===== src/rtl/core_ma.sv =====
// rtl/core_ma.sv - RV32 memory-access pipeline stage (EX/MEM -> MA/WB)
//
// Purpose: takes the EX/MEM entry, performs loads/stores over a word-wide
// data bus (cmd valid/ready + read-response strobe), steers store bytes and
// enables, sign/zero extends loads, and registers the MA/WB entry. ALU/CSR
// entries pass through in one cycle.
//
// Parameter: STORE_WAIT_ACK - 1: store completes on bus_rdata_valid,
//                             0: store completes on command acceptance.
// Optional build macro: CORE_MA_MISALIGN_EXC_EN - adds ma_exc_valid,
//   ma_exc_cause, ma_exc_tval and raises an exception instead of accessing
//   the bus for misaligned halfword/word accesses.
//
// Ports:
//   clk, rest (async active-low reset)
//   em_*  : EX/MEM entry in, em_ready out (combinational consume strobe)
//   mw_*  : registered MA/WB entry out, mw_valid one-cycle pulse
//   bus_* : cmd valid/ready, word address, write, wdata, byte_en,
//           rdata, rdata_valid
module core_ma #(
  parameter int STORE_WAIT_ACK = 0
) (
  input  logic        clk,
  input  logic        rest,
  input  logic        em_valid,
  input  logic        em_start_handle,
  output logic        em_ready,
  input  logic [31:0] em_reg_data_mem_addr,
  input  logic [31:0] em_csr_data_mem_data,
  input  logic        em_mem_read,
  input  logic        em_mem_write,
  input  logic [2:0]  em_mem_op_type,
  input  logic [4:0]  em_rd,
  input  logic        em_reg_write,
  input  logic [11:0] em_csr,
  input  logic        em_csr_write,
  output logic        mw_valid,
  output logic [4:0]  mw_rd,
  output logic        mw_reg_write,
  output logic [31:0] mw_reg_write_data,
  output logic        mw_mem_data_valid,
  output logic [11:0] mw_csr,
  output logic        mw_csr_write,
  output logic [31:0] mw_csr_data,
  output logic        bus_cmd_valid,
  input  logic        bus_cmd_ready,
  output logic [31:0] bus_addr,
  output logic        bus_write,
  output logic [31:0] bus_wdata,
  output logic [3:0]  bus_byte_en,
  input  logic [31:0] bus_rdata,
  input  logic        bus_rdata_valid
`ifdef CORE_MA_MISALIGN_EXC_EN
  ,
  output logic        ma_exc_valid,
  output logic [31:0] ma_exc_cause,
  output logic [31:0] ma_exc_tval
`endif
);

  typedef enum logic [1:0] {IDLE = 2'd0, CMD = 2'd1, RESP = 2'd2} state_t;
  state_t state, state_next;

  // em_start_handle carries no information this stage needs.
  logic unused_start_handle;
  assign unused_start_handle = em_start_handle;

  logic [1:0] lane;
  logic       size_b, size_h;
  logic       is_load, is_mem, misalign, mem_go, store_on_accept, fire;

  assign lane    = em_reg_data_mem_addr[1:0];
  assign size_b  = (em_mem_op_type[1:0] == 2'b00);
  assign size_h  = (em_mem_op_type[1:0] == 2'b01);
  // Read wins when both read and write are flagged.
  assign is_load = em_mem_read;
  assign is_mem  = em_mem_read | em_mem_write;

`ifdef CORE_MA_MISALIGN_EXC_EN
  assign misalign = is_mem & ((size_h & lane[0]) | (~size_b & ~size_h & (lane != 2'b00)));
`else
  assign misalign = 1'b0;
`endif

  assign mem_go          = em_valid & is_mem & ~misalign;
  assign store_on_accept = ~is_load & (STORE_WAIT_ACK == 0);

  // State register
  always_ff @(posedge clk or negedge rest) begin
    if (!rest) state <= IDLE;
    else       state <= state_next;
  end

  // Next-state logic
  always_comb begin
    state_next = state;
    case (state)
      IDLE: if (mem_go) state_next = bus_cmd_ready ? (store_on_accept ? IDLE : RESP) : CMD;
      CMD:  if (bus_cmd_ready) state_next = store_on_accept ? IDLE : RESP;
      RESP: if (bus_rdata_valid) state_next = IDLE;
      default: state_next = IDLE;
    endcase
  end

  // Output logic; held at zero while reset is asserted.
  always_comb begin
    bus_cmd_valid = 1'b0;
    em_ready      = 1'b0;
    if (rest) begin
      case (state)
        IDLE: begin
          bus_cmd_valid = mem_go;
          em_ready      = ~mem_go | (bus_cmd_ready & store_on_accept);
        end
        CMD: begin
          bus_cmd_valid = 1'b1;
          em_ready      = bus_cmd_ready & store_on_accept;
        end
        RESP:    em_ready = bus_rdata_valid;
        default: em_ready = 1'b0;
      endcase
    end
  end

  // Store lane steering; the em entry is held upstream until consumed, so
  // these stay stable while the command waits for acceptance.
  logic [31:0] wdata_s;
  logic [3:0]  be_s;
  always_comb begin
    wdata_s = em_csr_data_mem_data;
    be_s    = 4'b1111;
    if (size_b) begin
      wdata_s = {4{em_csr_data_mem_data[7:0]}};
      be_s    = 4'b0001 << lane;
    end else if (size_h) begin
      wdata_s = {2{em_csr_data_mem_data[15:0]}};
      be_s    = 4'b0011 << {lane[1], 1'b0};
    end
  end

  assign bus_addr    = bus_cmd_valid ? {em_reg_data_mem_addr[31:2], 2'b00} : 32'h0;
  assign bus_write   = bus_cmd_valid & ~is_load;
  assign bus_wdata   = (bus_cmd_valid & ~is_load) ? wdata_s : 32'h0;
  assign bus_byte_en = bus_cmd_valid ? be_s : 4'b0000;

  // Load extraction and extension; op_type[2] selects zero extension.
  logic [7:0]  byte_v;
  logic [15:0] half_v;
  logic        sext;
  logic [31:0] load_v;
  always_comb begin
    case (lane)
      2'd0:    byte_v = bus_rdata[7:0];
      2'd1:    byte_v = bus_rdata[15:8];
      2'd2:    byte_v = bus_rdata[23:16];
      default: byte_v = bus_rdata[31:24];
    endcase
    half_v = lane[1] ? bus_rdata[31:16] : bus_rdata[15:0];
    sext   = ~em_mem_op_type[2];
    if (size_b)      load_v = {{24{sext & byte_v[7]}}, byte_v};
    else if (size_h) load_v = {{16{sext & half_v[15]}}, half_v};
    else             load_v = bus_rdata;
  end

  assign fire = em_valid & em_ready & ~misalign;

  always_ff @(posedge clk or negedge rest) begin
    if (!rest) begin
      mw_valid          <= 1'b0;
      mw_mem_data_valid <= 1'b0;
      mw_rd             <= 5'd0;
      mw_reg_write      <= 1'b0;
      mw_reg_write_data <= 32'h0;
      mw_csr            <= 12'h0;
      mw_csr_write      <= 1'b0;
      mw_csr_data       <= 32'h0;
    end else begin
      mw_valid          <= fire;
      mw_mem_data_valid <= fire;
      if (fire) begin
        mw_rd             <= em_rd;
        mw_reg_write      <= em_reg_write;
        mw_reg_write_data <= is_load ? load_v : em_reg_data_mem_addr;
        mw_csr            <= em_csr;
        mw_csr_write      <= em_csr_write;
        mw_csr_data       <= em_csr_data_mem_data;
      end
    end
  end

`ifdef CORE_MA_MISALIGN_EXC_EN
  always_ff @(posedge clk or negedge rest) begin
    if (!rest) begin
      ma_exc_valid <= 1'b0;
      ma_exc_cause <= 32'h0;
      ma_exc_tval  <= 32'h0;
    end else begin
      ma_exc_valid <= em_valid & em_ready & misalign;
      if (em_valid & em_ready & misalign) begin
        ma_exc_cause <= is_load ? 32'd4 : 32'd6;
        ma_exc_tval  <= em_reg_data_mem_addr;
      end
    end
  end
`endif

endmodule


===== config.mk =====
export PLATFORM = sky130hd
export DESIGN_NAME = core_ma
export DESIGN_NICKNAME = d
export VERILOG_FILES = /design/src/rtl/core_ma.sv
export SDC_FILE = /design/constraint.sdc
export NUM_CORES = 1
export LEC_CHECK = 0
export ABC_CLOCK_PERIOD_IN_PS = 4300
export CAP_MARGIN = 20
export CELL_PAD_IN_SITES_DETAIL_PLACEMENT = 1
export CELL_PAD_IN_SITES_GLOBAL_PLACEMENT = 1
export CORE_AREA = 5 5 138 140
export CTS_BUF_LIST = sky130_fd_sc_hd__clkbuf_4 sky130_fd_sc_hd__clkbuf_8 sky130_fd_sc_hd__clkbuf_16
export CTS_CLUSTER_SIZE = 20
export DETAILED_ROUTE_END_ITERATION = 6
export DIE_AREA = 0 0 143 145
export PLACE_DENSITY = 0.89
export SYNTH_ARGS = -nofsm -noshare
export SYNTH_HDL_FRONTEND = slang
export SYNTH_SLANG_ARGS = --single-unit

===== constraint.sdc =====
create_clock -name clk -period 4.3 [get_ports clk]
set_input_delay 1.29 -clock clk [delete_from_list [all_inputs] [get_ports clk]]
set_output_delay 1.29 -clock clk [all_outputs]
set_load 0.005 [all_outputs]

### Yosys cells after proc, flatten, opt, wreduce, memory -nomap -nowiden

Cells that the tools add are included.

| operators by class | value |
|---|---|
| muxes and demuxes | 22 |
| bitwise gates (word level) | 11 |
| reductions and logical operators | 4 |
| shift-type cells | 2 |
| eq/ne operators | 8 |

Operator list:

| cell | number |
|---|---|
| 32-bit two-way mux | 7 |
| 8-bit case mux with 3 select lines | 1 |
| 16-bit two-way mux | 1 |
| 4-bit two-way mux | 3 |
| 2-bit two-way mux | 5 |
| 1-bit AND | 6 |
| 2-bit by 1-bit equality test with 1-bit output, second input constant | 3 |
| 2-bit logical NOT | 3 |
| 2-bit != test, second input constant | 3 |
| 2-bit case mux with 3 select lines | 1 |
| 2-bit equality test, second input constant | 2 |
| 1-bit by 2-bit left shift with 4-bit output, first input constant | 1 |
| 2-bit by 2-bit left shift with 4-bit output, first input constant | 1 |
| 1-bit NOT | 3 |
| 1-bit case mux with 3 select lines | 1 |
| 3-bit AND reduction | 1 |
| 1-bit two-way mux | 2 |
| 1-bit bitwise OR | 2 |
| 1-bit case mux with 2 select lines | 1 |

| storage, ports and cells | value |
|---|---|
| input bits | 126 |
| register bits | 86 |
| logic and storage cells | 55 |

### Logic depth before layout (Yosys ltp)

| logic depth | value |
|---|---|
| depth after elaboration | 7 |
| depth in mapped cells | 8 |
| depth with buffers taken out | 5 |

### Worst setup path before layout

No wires, ideal clock.

| timing path | value |
|---|---|
| path type | input port to output port |
| start point | input port em_mem_read |
| end point | output port bus_wdata[16] |
| stages on the path | 6 |
| data arrival time | 2.433 ns |
| slack | 0.577 ns |
| required time | 3.010 ns |
| cell sequence | buf_2 > o21a_1 > o211a_1 > nand2_1 > clkbuf_1 > nor2_1 |

| on the way | value |
|---|---|
| longest elaborated chain between the ends | 6 |
| elaborated cells on any way between the ends | 7 |
| classes of those cells | 3 x mux; 4 x bitwise |

Ends and longest elaborated chain:

| item | RTL line | RTL |
|---|---|---|
| from (decl) | 30 | `input logic em_mem_read,` |
| 1-bit bitwise OR | 77 | `assign is_mem = em_mem_read \| em_mem_write;` |
| 1-bit AND | 85 | `assign mem_go = em_valid & is_mem & ~misalign;` |
| 1-bit case mux with 2 select lines | 110 | `case (state)` |
| 1-bit two-way mux | 109 | `if (rest) begin` |
| 1-bit AND * | 143 | `assign bus_wdata = (bus_cmd_valid & ~is_load) ? wdata_s : 32'h0;` |
| 32-bit two-way mux * | 143 |  |
| to (decl) | 49 | `output logic [31:0] bus_wdata,` |

Every way passes the cells marked *; elsewhere a longest branch is shown, timed or not.

### Worst setup path after layout

| timing path | value |
|---|---|
| start point | input port em_mem_write |
| end point | output port bus_wdata[11] |

| on the way | value |
|---|---|
| longest elaborated chain between the ends | 6 |

Ends and longest elaborated chain:

| item | RTL line | RTL |
|---|---|---|
| from (decl) | 31 | `input logic em_mem_write,` |
| 1-bit bitwise OR | 77 |  |
| 1-bit AND | 85 |  |
| 1-bit case mux with 2 select lines | 110 |  |
| 1-bit two-way mux | 109 |  |
| 1-bit AND | 143 |  |
| 32-bit two-way mux | 143 |  |

No other way between the ends.

==> metrics.txt <==
# TYPE chip_impl_metric gauge
chip_impl_info{name="status",value="complete, no violations"} 1
chip_impl_metric{name="power.leakage",unit="nW"} 4.12
chip_impl_metric{name="route.antenna.remaining_nets",unit=""} 0
chip_impl_metric{name="synth-edff-count",unit=""} 0
chip_impl_metric{name="die_area",unit="µm²"} 20700
chip_impl_metric{name="rows",unit=""} 49
chip_impl_metric{name="worstPathArrival",unit="ns"} 2.94
chip_impl_info{name="dominant_cell_type_by_area_after_synthesis",value="dfrtp_1"} 1
chip_impl_metric{name="summed_instance_area_of_the_synthesized_netlist",unit="µm²"} 4860
chip_impl_metric{name="fin_worst_skew",unit="ns"} 0.00598
chip_impl_metric{name="multiInputGateArea",unit="µm²"} 2460
chip_impl_metric{name="placedCellCount",unit=""} 1099
chip_impl_info{name="post_synth_most_frequent_cells",value="nand2_1 (195), dfrtp_1 (86), nor2_1 (59)"} 1
chip_impl_info{name="hp-class",value="flop to flop"} 1
chip_impl_metric{name="ioPinCount",unit=""} 282
chip_impl_metric{name="finalWirelength",unit="mm"} 22.9
chip_impl_metric{name="syn_avg_cell_area",unit="µm²"} 8.01
chip_impl_metric{name="antenna_found_initial",unit=""} 0
chip_impl_info{name="crit_path_start_kind",value="input pin"} 1
chip_impl_info{name="most_frequent_cell_after_synthesis",value="nand2_1"} 1
chip_impl_metric{name="synth.distinct_cells",unit=""} 46
chip_impl_metric{name="start_util",unit=""} 0.275
chip_impl_metric{name="number_of_nets_at_the_end_of_the_flow",unit=""} 1009
chip_impl_metric{name="detailedPlace.worstSlack",unit="ns"} -0.229
chip_impl_metric{name="drt_iter0_markers",unit=""} 327
chip_impl_metric{name="post_drt_via_cell_ratio",unit=""} 4.93
chip_impl_info{name="critical_path.endpoint_type",value="output pin"} 1
chip_impl_metric{name="vias",unit=""} 5510
chip_impl_metric{name="worst_slew_pin_slew",unit="ns"} 1.01
chip_impl_metric{name="final_critical_path_setup_slack",unit="ns"} 0.0654
chip_impl_metric{name="finalCriticalPeriod",unit="ns"} 4.23
chip_impl_metric{name="h-tree-depth",unit=""} 3
chip_impl_metric{name="synth-async-reset-ratio",unit=""} 1.00
chip_impl_metric{name="first_global_vias",unit=""} 5899
chip_impl_metric{name="routabilityCongestion",unit=""} 0.849
chip_impl_info{name="ys_dominant_reg_cell",value="dfrtp_1"} 1
chip_impl_metric{name="finalSetupViolations",unit=""} 0
chip_impl_metric{name="drt-wirelength-per-cell",unit="µm"} 20.5
chip_impl_metric{name="peak_fanout_along_the_critical_path",unit=""} 10
chip_impl_metric{name="setup.reg_to_reg.worst_slack",unit="ns"} 2.17
chip_impl_metric{name="fp.dieH",unit="µm"} 145
chip_impl_metric{name="core_footprint",unit="µm²"} 17700
chip_impl_metric{name="cts-root-to-sink-buffers",unit=""} 2
chip_impl_metric{name="timing.hold.ws",unit="ns"} 0.464
chip_impl_metric{name="max_cap_viol_count",unit=""} 0
chip_impl_metric{name="netlist.area_leader.share",unit=""} 0.442
chip_impl_metric{name="antenna-diode-count",unit=""} 0
chip_impl_metric{name="tritoncts.num_buffers",unit=""} 9
chip_impl_metric{name="clock.fmax",unit="GHz"} 0.236
chip_impl_metric{name="clock_edge_transition_at_the_registers_on_the_reported_setup_and_hold_paths",unit="ns"} 0.06
chip_impl_metric{name="timing.slew.headroom",unit=""} 0.324
chip_impl_metric{name="grt_use_total",unit=""} 0.219
chip_impl_metric{name="yosys_warnings",unit=""} 0
chip_impl_info{name="rsz0062_at_grt",value="no"} 1
chip_impl_metric{name="drt_pass1_iterations",unit=""} 4
chip_impl_metric{name="clock_latency_on_the_worst_skew_pair",unit="ns"} 0.35
chip_impl_metric{name="grt_pass1_wl",unit="mm"} 35.2
chip_impl_metric{name="detailed_place_hpwl",unit="mm"} 17.6
chip_impl_metric{name="cp_data_required_time",unit="ns"} 3.01
chip_impl_metric{name="dpl_cell_area",unit="µm²"} 8020
chip_impl_info{name="yosys-top-cells-area",value="dfrtp_1 (44%), nand2_1 (15%), mux2i_1 (4.9%)"} 1
chip_impl_metric{name="report.final.hold_viol_count",unit=""} 0
chip_impl_metric{name="synth.ff_latch_count",unit=""} 86
chip_impl_metric{name="die_width",unit="µm"} 143
chip_impl_metric{name="netlist_instances",unit=""} 607
chip_impl_metric{name="finish.cell_count_without_fillers",unit=""} 1117
chip_impl_metric{name="powerDensity",unit="nW/µm²"} 382
chip_impl_metric{name="area.sequential",unit="µm²"} 2150
chip_impl_metric{name="timing.final.max_slew_violations",unit=""} 0
chip_impl_metric{name="drive_gt1_frac",unit=""} 0.0709
chip_impl_metric{name="grt_overflow_total",unit=""} 0
chip_impl_info{name="clk_root_buffer_cell",value="clkbuf_16"} 1
chip_impl_metric{name="area.growth.synth_to_final",unit="%"} 71.5
chip_impl_metric{name="io_buffer_count",unit=""} 278
chip_impl_metric{name="min_period_over_period",unit=""} 0.985
chip_impl_metric{name="synth-seq-area-share",unit=""} 0.442
chip_impl_metric{name="cts.sink_count",unit=""} 86
chip_impl_metric{name="n_fill_cell",unit=""} 2104
chip_impl_metric{name="drc_errors",unit=""} 0
chip_impl_info{name="worstSetupPathType",value="input pin to output pin"} 1
chip_impl_metric{name="grt_max_degree",unit=""} 58
chip_impl_metric{name="worst_ir_drop_vdd",unit="V"} 0.000199
chip_impl_info{name="cts_tree",value="yes"} 1
chip_impl_metric{name="cts_hold_buffers",unit=""} 0
chip_impl_metric{name="layout.cell_area.non_filler",unit="µm²"} 8340
-- worst max-delay path, cell delays in order --
cell and delay, ns:
clkdlybuf4s50_1 0.49, o21a_1 0.19, o211a_4 0.19, nand2_2 0.09, bufbuf_16 0.29, a21oi_1 0.13
dlygate4sd2_1 0.29
-- path summary, 6_finish.rpt --
check | startpoint | to | cells past startpoint
setup reg to reg | state[0] | mw_reg_write_data[22] | 5
max in group asynchronous | rest | mw_csr[1] | 3
min in group asynchronous | rest | mw_reg_write_data[1] | 2
hold reg to reg | mw_csr_data[0] | mw_csr_data[0] | 2
hold / removal | mw_csr_data[0] | mw_csr_data[0] | 2
setup / recovery | em_mem_write | bus_wdata[11] | 7
-- metal layers --
metal / GRT usage / part of all wire / vias to the layer above
li1: - / - / 2586
met3: 0.0438 / 0.061 / 44
met5: 0 / 0 / -
met1: 0.278 / 0.42 / 2687
met2: 0.361 / 0.49 / 193
met4: 0.0889 / 0.034 / 0
-- cells by family (layout without fill, tap and decap cells) --
group / count (synthesis) / count (layout) / synth area share
AOI/OAI and AO/OA: 112 / 112 / 0.162
buffers and inverters: 59 / 339 / 0.0545
DFF: 86 / 86 / 0.442
muxes: 25 / 25 / 0.0540
other: 1 / 2 / 0.000771
and+or+nand+nor: 324 / 324 / 0.287
-- final cells by class --
cell class / instances / area share
Timing Repair Buffer: 314 / 0.372
Sequential cell: 86 / 0.258
Clock buffer: 10 / 0.0286
Tap cell: 229 / 0.0343
Multi-Input combinational cell: 463 / 0.295
Clock inverter: 6 / 0.00825
Inverter: 9 / 0.00405
-- state kept, by name, indices dropped and copies added (netlist names) --
name	flops
mw_csr_data	32
mw_csr	12
state	2
mw_mem_data_valid	1
mw_reg_write	1
mw_reg_write_data	32
mw_csr_write	1
mw_rd	5
-- report_power, final --
| part | internal [mW] | leakage, nW | switching, mW | total (mW) |
|---|---|---|---|---|
| logic | 0.700 | 2.92 | 0.488 | 1.19 |
| clock network | 0.470 | 0.149 | 0.354 | 0.824 |
| registers | 1.04 | 1.05 | 0.131 | 1.17 |
-- per-stage QoR --
stage               total power [mW]  TNS [ns]   util
finish                          3.18         0  0.471
CTS                             3.23         0  0.469
global route                    3.38         0  0.471
global placement                2.34     -4.10  0.452
floorplan                       1.53         0      -
detailed placement              2.39     -6.78  0.452
-- placed cells by master (no fill, tap or decap), types with 2 or more instances in the layout --
cell type          n
nor3_1            18
a22oi_1            6
inv_1              7
nor2_1            59
clkinv_4           2
nor2b_1            4
and3_1             8
a22o_1            12
o21a_1             7
dlymetal6s2s_1    11
buf_12             6
nand2_1          194
a221oi_1           7
nand3b_1           2
clkdlybuf4s50_1  208
clkbuf_16          9
mux2i_1           24
buf_4             30
conb_1             2
a211oi_1          16
dfrtp_1           86
o221ai_1           6
and2_1            30
o21ai_0           20
dlygate4sd2_1     57
a21oi_1           25
o2111ai_1          3
-- what timing repair did --
item,4_1_cts,5_1_grt
gates resized for setup,62,11
cloned,1,0
pin swaps,0,1
endpoints found under the setup margin,61,12
setup buffers,1,0
(Power assumes the default switching activity.)
